<file path="config.mk">
export PLATFORM = sky130hd
export DESIGN_NAME = seq_divider
export DESIGN_NICKNAME = d
export VERILOG_FILES = /design/src/rtl/seq_divider.sv
export SDC_FILE = /design/constraint.sdc
export NUM_CORES = 1
export LEC_CHECK = 0
export BUFFER_PORTS_ARGS = -buffer_cell sky130_fd_sc_hd__buf_2
export CAP_MARGIN = 20
export CORE_MARGIN = 2
export CORE_UTILIZATION = 24
export DETAILED_ROUTE_END_ITERATION = 6
export MAX_ROUTING_LAYER = met4
export PLACE_DENSITY = 0.46
export SYNTH_ARGS = -nofsm -noshare
export SYNTH_HDL_FRONTEND = slang
export SYNTH_SLANG_ARGS = --single-unit
</file>
<file path="constraint.sdc">
create_clock -name wClk -period 2.8 [get_ports wClk]
set_clock_uncertainty 0.15 [all_clocks]
set_input_delay 0.28 -clock wClk [delete_from_list [all_inputs] [get_ports wClk]]
set_output_delay 0.28 -clock wClk [all_outputs]
set_load 0.03 [all_outputs]
</file>
<file path="src/rtl/seq_divider.sv">
// Sequential signed divider: one restoring step per clock, then a sign-fixup cycle.
// Ports:
//   wClk, reset        clock and synchronous active-high reset
//   start              request, sampled only while busy=0
//   xDvd, xDvs         dividend / divisor, captured on an accepted start
//   xQuot, xRem        registered quotient / remainder (truncating toward zero)
//   busy               high from the cycle after acceptance through the fixup edge
//   done               one-cycle pulse when results become valid
//   divByZero, ovf     status of the last completed division, held with results
module seq_divider #(
  parameter int unsigned NBITS = 16
) (
  input  logic             wClk,
  input  logic             reset,
  input  logic             start,
  input  logic [NBITS-1:0] xDvd,
  input  logic [NBITS-1:0] xDvs,
  output logic [NBITS-1:0] xQuot,
  output logic [NBITS-1:0] xRem,
  output logic             busy,
  output logic             done,
  output logic             divByZero,
  output logic             ovf
);

  localparam int unsigned CW = $clog2(NBITS + 1);
  localparam logic [NBITS-1:0] MIN_NEG = {1'b1, {(NBITS-1){1'b0}}};
  localparam logic [CW-1:0]    LAST_STEP = CW'(NBITS - 1);

  typedef enum logic [1:0] {IDLE, RUN, FIX} state_t;

  state_t           state;
  logic [NBITS:0]   acc;       // partial remainder A
  logic [NBITS-1:0] quo;       // Q: dividend magnitude shifting out, quotient bits shifting in
  logic [NBITS-1:0] dvs_mag;   // divisor magnitude D
  logic [NBITS-1:0] dvd_cap;   // raw dividend, returned as remainder on divide-by-zero
  logic             neg_dvd;
  logic             neg_quo;
  logic             ovf_cap;
  logic [CW-1:0]    cnt;

  logic [NBITS:0]   shift_c;
  logic [NBITS:0]   diff_c;
  logic             ge_c;
  logic [NBITS-1:0] dvd_mag_c;
  logic [NBITS-1:0] dvs_mag_c;

  // One restoring step: shift {A,Q} left, trial-subtract D
  always_comb begin
    shift_c = {acc[NBITS-1:0], quo[NBITS-1]};
    ge_c    = (shift_c >= {1'b0, dvs_mag});
    diff_c  = shift_c - {1'b0, dvs_mag};
  end

  // Operand magnitudes as unsigned NBITS values (most-negative maps to itself)
  always_comb begin
    dvd_mag_c = xDvd[NBITS-1] ? (NBITS'(0) - xDvd) : xDvd;
    dvs_mag_c = xDvs[NBITS-1] ? (NBITS'(0) - xDvs) : xDvs;
  end

  // Control FSM and datapath registers
  always_ff @(posedge wClk) begin
    if (reset) begin
      state     <= IDLE;
      acc       <= '0;
      quo       <= '0;
      dvs_mag   <= '0;
      dvd_cap   <= '0;
      neg_dvd   <= 1'b0;
      neg_quo   <= 1'b0;
      ovf_cap   <= 1'b0;
      cnt       <= '0;
      xQuot     <= '0;
      xRem      <= '0;
      busy      <= 1'b0;
      done      <= 1'b0;
      divByZero <= 1'b0;
      ovf       <= 1'b0;
    end else begin
      done <= 1'b0;
      case (state)
        IDLE: begin
          if (start) begin
            acc     <= '0;
            quo     <= dvd_mag_c;
            dvs_mag <= dvs_mag_c;
            dvd_cap <= xDvd;
            neg_dvd <= xDvd[NBITS-1];
            neg_quo <= xDvd[NBITS-1] ^ xDvs[NBITS-1];
            ovf_cap <= (xDvd == MIN_NEG) && (xDvs == '1);
            cnt     <= '0;
            busy    <= 1'b1;
            state   <= RUN;
          end
        end

        RUN: begin
          acc <= ge_c ? diff_c : shift_c;
          quo <= {quo[NBITS-2:0], ge_c};
          cnt <= cnt + 1'b1;
          if (cnt == LAST_STEP) begin
            state <= FIX;
          end
        end

        FIX: begin
          if (dvs_mag == '0) begin
            xQuot     <= '1;
            xRem      <= dvd_cap;
            divByZero <= 1'b1;
            ovf       <= 1'b0;
          end else if (ovf_cap) begin
            xQuot     <= MIN_NEG;
            xRem      <= '0;
            divByZero <= 1'b0;
            ovf       <= 1'b1;
          end else begin
            xQuot     <= neg_quo ? (NBITS'(0) - quo) : quo;
            xRem      <= neg_dvd ? (NBITS'(0) - acc[NBITS-1:0]) : acc[NBITS-1:0];
            divByZero <= 1'b0;
            ovf       <= 1'b0;
          end
          done  <= 1'b1;
          busy  <= 1'b0;
          state <= IDLE;
        end

        default: begin
          busy  <= 1'b0;
          state <= IDLE;
        end
      endcase
    end
  end

endmodule
</file>
### After elaboration in Yosys (flattened, before gate mapping)

Cells that the tools add are included.

* bits in registers: 110
* bits of input ports: 35
* output and inout bits: 36
* word-level logic and storage cells: 63

* add/sub/neg operators: 6
* $lt $le $gt $ge: 1
* equality and inequality tests: 7
* mux-type cells: 24
* bitwise operators: 2
* reductions and logical operators: 8

Operators with widths (number)
* $mux W16: 11
* $pmux W16 S2: 2
* $sub A1 B16 Y16 const A: 4
* $eq A16 B16 Y1 const B: 2
* $ge A17 B16 Y1: 1
* $logic_not A16 Y1: 1
* $sub A16 B16 Y16: 1
* $pmux W5 S2: 1
* $reduce_and A2 Y1: 4
* $add A5 B1 Y5 const B: 1
* $eq A5 B4 Y1 const B: 1
* $mux W1: 5
* $mux W5: 1
* $mux W2: 2
* $ne A2 B2 Y1 const B: 2
* $pmux W2 S2: 1
* $eq A2 B1 Y1 const B: 1
* $eq A2 B2 Y1 const B: 1
* $logic_not A2 Y1: 1
* $pmux W1 S2: 1
* $reduce_bool A2 Y1: 1
* $logic_and A1 B1 Y1: 1
* $not A1 Y1: 1
* $xor A1 B1 Y1: 1

### Depth between registers and ports, before layout

Gate-level depths: netlist (run 1).

* word-level depth: 4
* gate-level depth with buffers: 11
* mapped depth without buffers: 10

### Worst setup path before layout (run 1)

OpenSTA, ideal clock, no wires.

* kind: reg-to-reg
* start point: register dvs_mag[6]
* end point: register acc[11]
* library setup time: 79 ps
* arrival: 2284 ps
* data required time: 2571 ps
* slack: 287 ps
* cell stages (with the launch flop): 12
* buffers on the path: 3
* clock period less this slack: 2513 ps
* path through: dfxtp_1 > inv_1 > ha_1 > clkbuf_1 > and4_1 > nand3_1 > o21bai_1 > a21o_1 > clkbuf_1 > buf_2 > o2111ai_1 > o211ai_1

* cells in the longest elaborated chain, start to end: 3
* elaborated cells on any way between the ends: 4
* classes of those cells: add/sub: 1; order compare: 1; mux: 2

RTL lines
* start, declared: RTL line 35 `logic [NBITS-1:0] dvs_mag;`
* start signal, assigned: RTL line 86 `dvs_mag <= dvs_mag_c;`
* $sub A16 B16 Y16 or $ge A17 B16 Y1 (tied branches): RTL line 52, 51
* $mux W16 *: RTL line 98 `acc <= ge_c ? diff_c : shift_c;`
* $pmux W16 S2 *: RTL line 81 `case (state)`
* end signal, assigned: RTL line 98
* end, declared: RTL line 33 `logic [NBITS:0] acc;`

Every way passes the cells marked *; elsewhere a longest branch is shown, timed or not.
A chain may end at the register's enable or synchronous reset.

### Worst setup path in the final report (run 1)

* start point: register dvs_mag[1]
* end point: register acc[8]

The elaborated chain is that of the path after synthesis.

==> run_results.csv, run 1 <==
group,metric,value,unit
grt,antenna_found_initial,0,
detailed_routing,routed_wire_length_per_instance,16.9,um
final_layout,syn2layout_area_growth,18.7,%
cts,path_clk_slew,0.08,ns
synth,synthTopCellsByArea,"dfxtp_1 (34%), nand2_1 (6.9%), xnor2_1 (4.6%)",
sta,worstMarginPinSlew,0.709,ns
synth,syn-mean-instance-area,7.85,um2
sta,setup-violations-final,0,
sta,hold_slack,0.0532,ns
critical_path,cp.required,2.91,ns
placed_design,place_ws,0.132,ns
sta,fmax,381,MHz
final_layout,nFillCells,2863,
critical_path,critPathBufInv,2,
synth,synth_ff_type,"dfxtp_1",
final_layout,nets,951,
detailed_routing,drt-initial-drc-count,460,
synth,syn_area,6430,um2
floorplanning,row_count,59,
final_layout,multi_input_area,3950,um2
synth,ys.warnings.count,0,
grt,first_global_vias,5713,
pwr,ir_worst_vdd,526,uV
critical_path,slowest_stage,"dfxtp_1",
grt,grt_max_degree,58,
synth,yosysUniqueCellTypes,59,
sta,fin_ws,0.175,ns
floorplanning,initial_core_util,24.6,%
critical_path,rrSetupSlack,0.17,ns
synth,synthTopCellsByCount,"nand2_1 (118), dfxtp_1 (109), nor2_1 (73)",
critical_path,rr_startpoint,"dvs_mag[1]",
cts,cts_made_buffers,9,
critical_path,worstPathMaxFanout,12,
pwr,p_switching,2960,uW
critical_path,rr_endpoint,"acc[8]",
grt,gr-total-overflow,0,
detailed_routing,routed_wl,20.8,mm
grt,grt_util_all_layers,15.4,%
pwr,clkPwrFrac,18.9,%
critical_path,max_stage_delay,0.40,ns
cts,clock_latency,0.37,ns
synth,synthCells,820,
critical_path,cp-end-kind,"register",
synth,synth_top_area_share,33.9,%
sta,drv_slew,0,
placed_design,dp_cells,1216,
detailed_routing,vias,6151,
critical_path,reg2regPathDepth,9,
pwr,p_int,3890,uW
sta,hold_violations,0,
sta,period_needed,2.63,ns
floorplanning,chipHeight,168,um
critical_path,path_class,"reg -> reg",
critical_path,path_depth,9,
floorplanning,fp.dieW,168,um
synth,async_flop_share,0,%
synth,synth.most_common_cell,"nand2_1",
sta,fin_setup_tns,0,ns
run_status,outcome,"complete, no violations",
pwr,finalPower,6850,uW
detailed_routing,vias_per_cell,5.00,
sta,slew_headroom,52.7,%
critical_path,startpoint,"dvs_mag[1]",
final_layout,antenna_cells,0,
worst_hold_path,hold_path_class,"in -> reg",
floorplanning,core,26200,um2
pwr,power_density,897,nW/um2
job,max-cap-violations,0,
placed_design,port_buffers,70,
worst_hold_path,whs_path_depth,3,
pwr,switching_share,43.2,%
cts,cts_tree,"yes",
synth,ys_ff_latch,109,
synth,synth-seq-area-share,33.9,%
pwr,leakagePower,0.00294,uW
critical_path,cp-start-kind,"register",
critical_path,crit_family,"compound AO/OA/AOI/OAI gates",
sta,finalCritPeriodShare,93.8,%
sta,grt_setup_unrepaired,"no",
cts,root_buffer,"clkbuf_16",
placed_design,hpwl,15.9,mm
critical_path,crit_chain,"inv_1 -> ha_1 -> nor2b_1 -> o31a_1 -> o21ai_1 -> a21oi_1 -> buf_4 -> or3_1 -> a32o_1",
pwr,p_seq_share,27.7,%
cts,htree_levels,3,
detailed_routing,drc,0,
final_layout,instances_no_fill,1231,
pwr,p_comb_share,53.5,%
detailed_routing,first_pass_iters,5,
detailed_routing,final_antenna_net_count,0,
final_layout,drive_above_1_share,17.0,%
synth,synth_area_leader_cell,"dfxtp_1",
critical_path,endpoint,"acc[8]",
cts,cts.sinks,109,
final_layout,seqCellArea,2180,um2
floorplanning,pin_count,71,
synth,synth_edf_count,0,
critical_path,cp.arrival,2.73,ns
floorplanning,die-area,28100,um2
grt,grt_pass1_wl,33.0,mm
cts,cts_buffer_depth,2,
synth,syn-num-nets,879,
placed_design,routabilityCongestion,0.828,
metrics by stage:
stage               instance area (um2)  util, %
CTS                                7630     29.1
finish                             7630     29.1
global route                       7630     29.1
global placement                   7350     28.0
detailed placement                 7350     28.0
floorplan                          6430        -
state kept, by name (all words and copies together) (netlist names):
| name | count |
|---|---|
| acc | 16 |
| xQuot | 16 |
| quo | 16 |
| cnt | 5 |
| ovf | 1 |
| dvd_cap | 16 |
| divByZero | 1 |
| state | 2 |
| neg_quo | 1 |
| dvs_mag | 16 |
| xRem | 16 |
| done | 1 |
| ovf_cap | 1 |
| busy | 1 |
cell families after synthesis:
group | share of synthesized area, %
adders and majority gates | 4.78
AOI/OAI and AO/OA | 25.8
buffers and inverters | 4.94
xor gates and xnor gates | 8.30
DFF | 33.9
muxes | 0.797
and+or+nand+nor | 21.5
tightest hold or removal path, cell delays in order:
cell and delay (ns):
buf_2 0.12, nand2_1 0.07, a21oi_1 0.06
layout make-up:
cell class                 count  share of cell area, %
multi-input combinational    629                   51.7
sequential                   109                   28.6
tap                          335                   5.49
timing repair buffer         114                   9.11
clock inverter                 6                  0.705
clock buffer                   9                   2.95
inverter                      29                   1.43
placed cells by master, fill, tap and decap left out, drive strengths merged, types with 5 or more instances in the layout:
cell type and count:
a211oi 17, a21o 7, a21oi 54, a222oi 6, a22oi 14, a31oi 12, and4 5, buf 114
clkbuf 9, dfxtp 109, ha 23, inv 33, nand2 118, nand2b 5, nand3 18, nand4 8
nor2 73, nor2b 5, nor3 14, nor4 9, o211ai 21, o21a 8, o21ai 42, o31ai 18
o41ai 12, or2 9, or3 10, or4 8, xnor2 34, xor2 27
worst min-delay path by stage:
stage               start     endpoint  slack, ns
6_report          xDvd[1]   dvd_cap[1]       0.05
3_5_place_dp      xRem[2]      xRem[2]       0.30
4_1_cts           xDvd[2]   dvd_cap[2]       0.05
5_1_grt           xDvd[1]   dvd_cap[1]       0.07
3_3_place_gp   dvd_cap[5]   dvd_cap[5]       0.29
2_1_floorplan    xDvd[10]  dvd_cap[10]       0.27
power by group through the flow:
stage	combinational, uW	sequential [uW]	clock (uW)
floorplan	2430	1890	0
global placement	3670	1940	0
detailed placement	3630	1930	0
CTS	3640	1900	1320
global route	4090	1920	1390
finish	3660	1900	1290
what timing repair did:
item / 4_1_cts / 5_1_grt
setup buffers: 0 / 0
endpoints found under the setup margin: 0 / 9
gates resized for setup: 0 / 3
hold buffers: 0 / 0
metal layers:
metal | GRT usage (%) | vias up | share of wire (%)
met5 | - | - | 0
met4 | 3.82 | 0 | 1.2
met3 | 1.89 | 14 | 3.1
met2 | 22.7 | 116 | 43
met1 | 22.2 | 2896 | 53
li1 | - | 3125 | -
(Power assumes the default switching activity.)
==> run 2, diff against run 1 <==
CORE_MARGIN = 3   (was 2)
clock period = 2.5 ns   (was 2.8 ns; I/O delays follow)
==> run 2 against run 1 <==
Effect of this change:
- worst hold slack lost 0.024 ns
- worst setup slack lost 0.12 ns
- first-iteration DRC count decreased by 6.5%
- via count grew 2.3%
- utilization is 1.8 points higher
- register-to-register slack worse by 0.12 ns
- global-route usage down 0.23 points
- sequential power up 11%
- sequential share of layout area down 1.6 points
- total power rose by 21%
- non-clock buffer count up 45
- fmax increased by 7.5%
==> run_results.csv, run 2 (synthesis results as in run 1) <==
group,metric,value,unit
run_status,outcome,"complete, no violations",
detailed_routing,final_antenna_net_count,0,
cts,clock_latency,0.36,ns
placed_design,hpwl,16.4,mm
cts,root_buffer,"clkbuf_16",
cts,cts_made_buffers,9,
grt,gr-total-overflow,0,
critical_path,max_stage_delay,0.55,ns
placed_design,routabilityCongestion,0.871,
detailed_routing,drc,0,
final_layout,drive_above_1_share,23.0,%
cts,htree_levels,3,
sta,setup-violations-final,0,
placed_design,port_buffers,70,
floorplanning,chipHeight,170,um
placed_design,dpl_cell_area,7680,um2
floorplanning,fp.dieW,170,um
final_layout,final_common_cell,"nand2_1",
pwr,ir_worst_vdd,439,uV
grt,grt_pass1_wl,33.8,mm
final_layout,fin_area,8090,um2
cts,cts_tree,"yes",
floorplanning,core,26200,um2
detailed_routing,first_pass_iters,7,
grt,grt_max_degree,56,
final_layout,mostFrequentLayoutCells,"nand2_1 (118), dfxtp_1 (106), buf_4 (88), nor2_1 (73), buf_2 (69)",
floorplanning,die-area,28800,um2
critical_path,crit_chain,"or4_4 -> or4_4 -> o41ai_4 -> xnor2_1 -> a222oi_1 -> nor2_1",
critical_path,path_class,"reg -> reg",
final_layout,syn2layout_area_growth,25.8,%
worst_hold_path,hold_path_class,"in -> reg",
final_layout,nets,996,
cts,cts.sinks,109,
sta,period_needed,2.44,ns
grt,antenna_found_initial,1,
sta,finalCritPeriodShare,97.6,%
pwr,power_density,1030,nW/um2
grt,grt_util_all_layers,15.1,%
floorplanning,pin_count,71,
detailed_routing,routed_wire_length_per_instance,16.8,um
placed_design,place_ws,0.0102,ns
final_layout,final_core_util,30.9,%
floorplanning,row_count,59,
detailed_routing,drt-initial-drc-count,430,
detailed_routing,vias_per_cell,4.92,
sta,fin_ws,0.0589,ns
critical_path,path_common_cell,"or4_4",
sta,drv_slew,0,
critical_path,cp.required,2.58,ns
critical_path,worstPathMaxFanout,5,
critical_path,cp.arrival,2.52,ns
pwr,leakagePower,0.00321,uW
grt,first_global_vias,5913,
cts,holdBufCountCts,0,
sta,slew_headroom,53.6,%
critical_path,cp-end-kind,"register",
sta,grt_setup_unrepaired,"yes",
critical_path,slowest_stage,"or4_4",
critical_path,cp-start-kind,"register",
detailed_routing,routed_wl,21.4,mm
sta,fmax,410,MHz
detailed_routing,vias,6294,
job,max-cap-violations,0,
sta,hold_violations,0,
cts,cts_buffer_depth,2,
floorplanning,initial_core_util,24.6,%
cts,path_clk_slew,0.09,ns
sta,worstMarginPinSlew,0.695,ns
## run 2: path summary, 6_finish.rpt
kind / startpoint / to / slack, ns / cells after the start
max: acc[6] / xRem[15] / 0.06 / 6
min: xDvd[2] / dvd_cap[2] / 0.03 / 3
max reg2reg: acc[6] / xRem[15] / 0.06 / 6
min reg2reg: xRem[2] / xRem[2] / 0.30 / 2
## run 2: area by class of cell
cell class                      instances  area, um2
Timing Repair Buffer                  159       1030
Clock buffer                            9        225
Inverter                               29        109
Clock inverter                          7       77.6
Fill cell                            2810      18100
Sequential cell                       109       2190
Antenna cell                            1       2.50
Tap cell                              335        419
Multi-Input combinational cell        629       4040
## run 2: stage by stage
step / hold WS (ns) / total power [uW] / TNS (ns) / cells
after floorplan: 0.236 / 4850 / 0 / 820
after global placement: 0.291 / 6650 / 0 / 1260
after detailed placement: 0.294 / 6640 / 0 / 1261
after CTS: 0.0175 / 8140 / 0 / 1277
after global routing: 0.0341 / 8880 / -0.131 / 1278
final: 0.0293 / 8310 / 0 / 1278
## run 2: layer usage
metal  vias to the layer above  track usage (%)  share of wire, %
met1                      2947             22.2                52
li1                       3215                -                 -
met3                        11             2.03               3.9
met2                       121             22.1                43
met5                         -                -                 0
met4                         0             3.20              0.88
## run 2: where the power goes
part           leakage (uW)  internal [uW]  switching [uW]  total (uW)
logic               0.00217           2130            2590        4720
registers          0.000890           1910             193        2100
clock network      0.000144            712             771        1480
## run 2: what timing repair did
item | in CTS | in global routing
gates resized for setup | 2 | 26
endpoints found under the setup margin | 2 | 24
setup buffers | 0 | 0
pin swaps | 0 | 8
## run 2: worst max-delay path: cells and delay by family, from the launching register on
kind | cells | cell delay, ns
xor+xnor | 1 | 0.13
simple gates | 3 | 1.14
compound gates | 2 | 0.52
flops | 1 | 0.37
